[config.mk]
export PLATFORM = sky130hd
export DESIGN_NAME = wb_scheduler
export DESIGN_NICKNAME = d
export VERILOG_FILES = /design/src/rtl/riscv_pkg.sv /design/src/rtl/rr_arbiter.sv /design/src/rtl/wb_scheduler.sv
export SDC_FILE = /design/constraint.sdc
export NUM_CORES = 1
export LEC_CHECK = 0
export ABC_CLOCK_PERIOD_IN_PS = 3500
export CORE_UTILIZATION = 33
export CTS_BUF_LIST = sky130_fd_sc_hd__clkbuf_2
export DETAILED_ROUTE_END_ITERATION = 8
export PLACE_DENSITY_LB_ADDON = 0.05
export SYNTH_ARGS = -nofsm -noshare
export SYNTH_HDL_FRONTEND = slang
export SYNTH_SLANG_ARGS = --single-unit
[constraint.sdc]
create_clock -name clk -period 3.5 [get_ports clk]
set_input_delay 0.7 -clock clk [delete_from_list [all_inputs] [get_ports clk]]
set_output_delay 0.7 -clock clk [all_outputs]
set_load 0.02 [all_outputs]
[src/rtl/riscv_pkg.sv]
// rtl/riscv_pkg.sv - shared register-file indices, widths and writeback types
package riscv_pkg;

    localparam int REG_IDX_W = 5;
    localparam int NUM_REGS  = 32;
    localparam int XLEN      = 64;

    typedef enum logic {
        INT = 1'b0,
        FLT = 1'b1
    } reg_bank_t;

    typedef struct packed {
        logic [REG_IDX_W-1:0] rd;
        reg_bank_t            reg_type;
        logic [XLEN-1:0]      data;
    } wb_req_t;

endpackage

[src/rtl/rr_arbiter.sv]
// rtl/rr_arbiter.sv - round-robin one-hot arbiter owning its rotating pointer
module rr_arbiter #(
    parameter int N = 4
) (
    input  logic         clk,
    input  logic         n_reset,
    input  logic [N-1:0] req,
    output logic [N-1:0] gnt
);

    localparam int PW = (N > 1) ? $clog2(N) : 1;

    logic [PW-1:0] ptr;
    logic [PW-1:0] gidx;
    logic          found;

    // First pass covers indices at or above the pointer, second pass wraps to the bottom.
    always_comb begin
        gnt   = '0;
        gidx  = '0;
        found = 1'b0;
        for (int i = 0; i < N; i++) begin
            if (!found && req[i] && (i >= int'(ptr))) begin
                gnt[i] = 1'b1;
                gidx   = PW'(i);
                found  = 1'b1;
            end
        end
        for (int i = 0; i < N; i++) begin
            if (!found && req[i] && (i < int'(ptr))) begin
                gnt[i] = 1'b1;
                gidx   = PW'(i);
                found  = 1'b1;
            end
        end
    end

    always_ff @(posedge clk or negedge n_reset) begin
        if (!n_reset) begin
            ptr <= '0;
        end else if (found) begin
            ptr <= (gidx == PW'(N - 1)) ? '0 : gidx + PW'(1);
        end
    end

endmodule

[src/rtl/wb_scheduler.sv]
// rtl/wb_scheduler.sv - writeback arbitration, register-file write stage and pending-write scoreboard
module wb_scheduler
    import riscv_pkg::*;
#(
    parameter int N_REQ = 4,
    parameter int XLEN  = 64
) (
    input  logic                       clk,
    input  logic                       n_reset,
    input  logic [N_REQ-1:0]           req_valid,
    output logic [N_REQ-1:0]           req_ready,
    input  logic [N_REQ*REG_IDX_W-1:0] req_rd,
    input  logic [N_REQ-1:0]           req_type,
    input  logic [N_REQ*XLEN-1:0]      req_data,
    output logic [REG_IDX_W-1:0]       rd_wb,
    output logic                       reg_type_wb,
    output logic [XLEN-1:0]            op_wb,
    output logic                       we_rd_wb,
    input  logic                       issue_valid,
    input  logic [REG_IDX_W-1:0]       issue_rd,
    input  logic                       issue_type,
    input  logic [REG_IDX_W-1:0]       rs1_dec,
    input  logic [REG_IDX_W-1:0]       rs2_dec,
    input  logic [REG_IDX_W-1:0]       rs3_dec,
    input  logic [2:0]                 rs_used,
    input  logic                       reg_type_dec,
    input  logic [REG_IDX_W-1:0]       rd_dec,
    input  logic                       rd_used,
    input  logic                       rd_type_dec,
    output logic                       stall_dec
);

    logic [N_REQ-1:0]     gnt;
    logic [REG_IDX_W-1:0] sel_rd;
    logic                 sel_type;
    logic [XLEN-1:0]      sel_data;

    logic [1:0][NUM_REGS-1:0] busy;
    logic [1:0][NUM_REGS-1:0] busy_nxt;
    logic                     raw_hit;
    logic                     waw_hit;

    rr_arbiter #(
        .N(N_REQ)
    ) u_arb (
        .clk     (clk),
        .n_reset (n_reset),
        .req     (req_valid),
        .gnt     (gnt)
    );

    assign req_ready = gnt;

    always_comb begin
        sel_rd   = '0;
        sel_type = 1'b0;
        sel_data = '0;
        for (int i = 0; i < N_REQ; i++) begin
            if (gnt[i]) begin
                sel_rd   = req_rd[REG_IDX_W*i +: REG_IDX_W];
                sel_type = req_type[i];
                sel_data = req_data[XLEN*i +: XLEN];
            end
        end
    end

    // Payload holds its last value on idle cycles; only the write enable drops.
    always_ff @(posedge clk or negedge n_reset) begin
        if (!n_reset) begin
            rd_wb       <= '0;
            reg_type_wb <= 1'b0;
            op_wb       <= '0;
            we_rd_wb    <= 1'b0;
        end else begin
            we_rd_wb <= |gnt;
            if (|gnt) begin
                rd_wb       <= sel_rd;
                reg_type_wb <= sel_type;
                op_wb       <= sel_data;
            end
        end
    end

    // Set is applied after clear so a same-cycle reissue of the retiring register stays pending.
    always_comb begin
        busy_nxt = busy;
        if (we_rd_wb && (rd_wb != '0)) begin
            busy_nxt[reg_type_wb][rd_wb] = 1'b0;
        end
        if (issue_valid && (issue_rd != '0)) begin
            busy_nxt[issue_type][issue_rd] = 1'b1;
        end
    end

    always_ff @(posedge clk or negedge n_reset) begin
        if (!n_reset) begin
            busy <= '0;
        end else begin
            busy <= busy_nxt;
        end
    end

    assign raw_hit = (rs_used[0] && busy[reg_type_dec][rs1_dec]) ||
                     (rs_used[1] && busy[reg_type_dec][rs2_dec]) ||
                     (rs_used[2] && busy[reg_type_dec][rs3_dec]);
    assign waw_hit = rd_used && (rd_dec != '0) && busy[rd_type_dec][rd_dec];
    assign stall_dec = raw_hit || waw_hit;

endmodule

==> results.py <==
metrics = {
    "synthesis": {
        "ys_seq_area_frac": 0.391,
        "synth-edff-count": 0,
        "yosys-top-cells-area": "dfrtp_1 39%, mux4_2 11%, a222oi_1 8.0%, o21ai_0 7.3%, mux4_1 4.8%",
        "netlist.area_leader.share": 0.391,
        "yosysWarnings": 0,
        "synthesis.nets": 1193,
        "syn_inst": 874,
        "synth_area_um2": 8770,
        "ys_types": 52,
        "syn_area_per_cell_um2": 10.0,
        "ys_ff_latch": 137,
        "synthFlopType": "dfrtp_1",
        "synth_area_leader_cell": "dfrtp_1",
        "async_flop_share": 1.00,
    },
    "worst_hold_path": {
        "hold_class": "in -> async",
    },
    "outcome": {
        "status": "complete, but fails checks",
        "failed_checks": "design-rule violations, negative setup slack",
    },
    "worst_setup_path": {
        "slowest_delay_ns": 0.54,
        "worst_ep_required_time_ns": 2.80,
        "cp_max_fo": 26,
        "worstPathCellList": "clkdlybuf4s50_1 > buf_12 > buf_4 > mux4_1 > mux2i_1 > mux4_2 > a211oi_1 > or4_1 > buf_6",
        "worstSetupPathType": "in -> out",
        "crit_path_top_delay_cell": "or4_1",
        "cp-start-kind": "primary input",
        "arrival_ns": 3.03,
        "cp_top_family": "buffers and inverters",
        "worstSetupEndpointType": "output pin",
        "cp.buffers_inverters": 4,
    },
    "timing": {
        "setup-violations-final": 1,
        "hold_viol": 0,
        "hold_ws_ns": 0.454,
        "period_share": 1.07,
        "slew-limit-headroom": 0.473,
        "rsz0062_at_grt": "true",
        "report.final.slew_viol_count": 0,
        "tightest_slew_ns": 0.791,
        "skew_ns": 0.0394,
        "fmax_mhz": 268,
        "min_period_ns": 3.73,
        "setup_ws_ns": -0.232,
    },
    "floorplan": {
        "die-area_um2": 27200,
        "io_pins": 395,
        "floorplan.initialDensity": 0.336,
        "die_width_um": 165,
        "core_um2": 26100,
        "chipHeight_um": 165,
        "placementRows": 59,
    },
    "finish": {
        "drive_above_1_share": 0.150,
        "nFillCells": 2409,
        "layout.nets": 1603,
        "fin_util": 0.533,
        "mostFrequentLayoutCells": "388 x clkdlybuf4s50_1, 127 x o21ai_0, 122 x dfrtp_1",
        "synthToLayoutAreaGrowth_pct": 58.6,
        "multi_input_area_um2": 4960,
        "final_common_cell": "clkdlybuf4s50_1",
        "seqCellArea_um2": 3450,
    },
    "route": {
        "finalWirelength_um": 41300,
        "avgViaCountPerCell": 5.94,
        "avgRoutedWirePerCell_um": 25.2,
        "first_pass_iters": 9,
        "drt-initial-drc-count": 1056,
        "ant_nets": 0,
        "vias": 9745,
        "route.detailed.drc": 4,
    },
    "global_route": {
        "grt_pass1_vias": 9466,
        "grt_pass1_wl_um": 60300,
        "globalRoute.totalOverflow": 0,
        "track_usage": 0.303,
        "grt_max_degree": 79,
        "antenna_found_initial": 9,
    },
    "power_and_ir_drop": {
        "p_leak_nw": 5.35,
        "p_per_area_nw_per_um2": 631,
        "peakVddDrop_mv": 0.357,
        "total_power_mw": 8.77,
    },
    "clock_tree": {
        "cts_made_buffers": 17,
        "clk_latency_ns": 0.75,
        "cts_root_buf": "clkbuf_2",
        "cts_sinks": 137,
        "path_clk_slew_ns": 0.24,
        "cts_tree": "yes",
        "clock_path_buffers": 2,
        "cts_max_level": 4,
    },
    "place": {
        "gp_congestion": 0.948,
        "port_buffers": 394,
        "hpwlAfterDp_um": 30600,
    },
    "run": {
        "cap_viol_max_count": 0,
    },
}
-- registers in the layout (all words and copies together) (netlist names) --
signal / count
reg_type_wb: 1
we_rd_wb: 1
op_wb: 64
u_arb.ptr: 2
busy: 64
rd_wb: 5
-- per-stage QoR --
| step | TNS [ns] | worst slack (ns) | std cells | area (µm²) |
|---|---|---|---|---|
| after floorplan | 0 | 0.0554 | 874 | 8770 |
| after global placement | -0.918 | -0.918 | 1587 | 13400 |
| after detailed placement | -0.940 | -0.940 | 1587 | 13400 |
| after CTS | -0.256 | -0.256 | 1631 | 13900 |
| after global routing | -0.356 | -0.356 | 1637 | 13900 |
| final | -0.232 | -0.232 | 1640 | 13900 |
-- cells in the mapped netlist (all sizes together), types with 10 or more instances --
| cell | number |
|---|---|
| a21o | 10 |
| a21oi | 16 |
| a222oi | 70 |
| a31oi | 62 |
| buf | 21 |
| clkbuf | 60 |
| dfrtp | 137 |
| mux2i | 33 |
| mux4 | 58 |
| nand2 | 84 |
| nand3 | 15 |
| nand3b | 10 |
| nor2 | 85 |
| nor2b | 12 |
| o21ai | 128 |
-- power breakdown --
part	leakage (nW)	switching (mW)	internal (mW)
logic	3.63	2.22	2.38
clock network	0.144	0.696	0.348
registers	1.58	0.846	2.29
total	5.35	3.76	5.01
-- per-layer routing --
layer / global-route usage / up-vias / wire, µm
li1: - / 4300 / -
met1: 0.384 / 4945 / 16800
met2: 0.495 / 433 / 20200
met3: 0.0861 / 63 / 3380
met4: 0.0963 / 4 / 958
met5: 0 / - / 27
-- final cells by class --
type | instances | area share
Antenna cell | 8 | 0.00144
Clock buffer | 18 | 0.00648
Clock inverter | 14 | 0.0118
Inverter | 10 | 0.00288
Multi-Input combinational cell | 646 | 0.357
Sequential cell | 137 | 0.248
Tap cell | 335 | 0.0302
Timing Repair Buffer | 472 | 0.342
-- worst reg2reg max path: cells and delay by family, from the launching register on --
| family | cells | cell delay (ns) |
|---|---|---|
| buffers and inverters | 3 | 0.91 |
| AO/OA/AOI/OAI | 3 | 0.57 |
| AND/OR/NAND/NOR | 2 | 0.24 |
| flip-flops | 1 | 0.58 |
-- what timing repair did --
| item | 4_1_cts | 5_1_grt |
|---|---|---|
| gates cloned | 2 | 0 |
| pin swaps | 5 | 1 |
| endpoints found under the hold margin | 59 | 0 |
| hold buffers | 1 | 0 |
| setup endpoints to repair | 1 | 1 |
| buffers inserted | 9 | 1 |
| gates resized for setup | 29 | 9 |
-- cell families (layout without fill, tap and decap cells) --
kind of cell / count (synthesis) / in the layout / synth area share
other cells: 0 / 8 / 0
compound gates: 314 / 314 / 0.241
mux: 99 / 99 / 0.204
flops: 137 / 137 / 0.391
simple gates: 233 / 233 / 0.120
buf+inv: 91 / 514 / 0.0440
-- path summary, 6_finish.rpt --
path | from | end | slack, ns | cells after the start
max | reg_type_dec | stall_dec | -0.23 | 9
min | n_reset | op_wb[43]$_DFFE_PN0P_ | 0.45 | 2
max reg2reg | u_arb.ptr[1]$_DFFE_PN0P_ | op_wb[47]$_DFFE_PN0P_ | 1.14 | 8
min reg2reg | busy[0]$_DFF_PN0_ | busy[0]$_DFF_PN0_ | 0.49 | 0
max in group asynchronous | n_reset | busy[4]$_DFF_PN0_ | 2.12 | 3
min in group clk | req_data[59] | op_wb[59]$_DFFE_PN0P_ | 0.46 | 3
No activity file was read; power rests on OpenSTA's default activity.
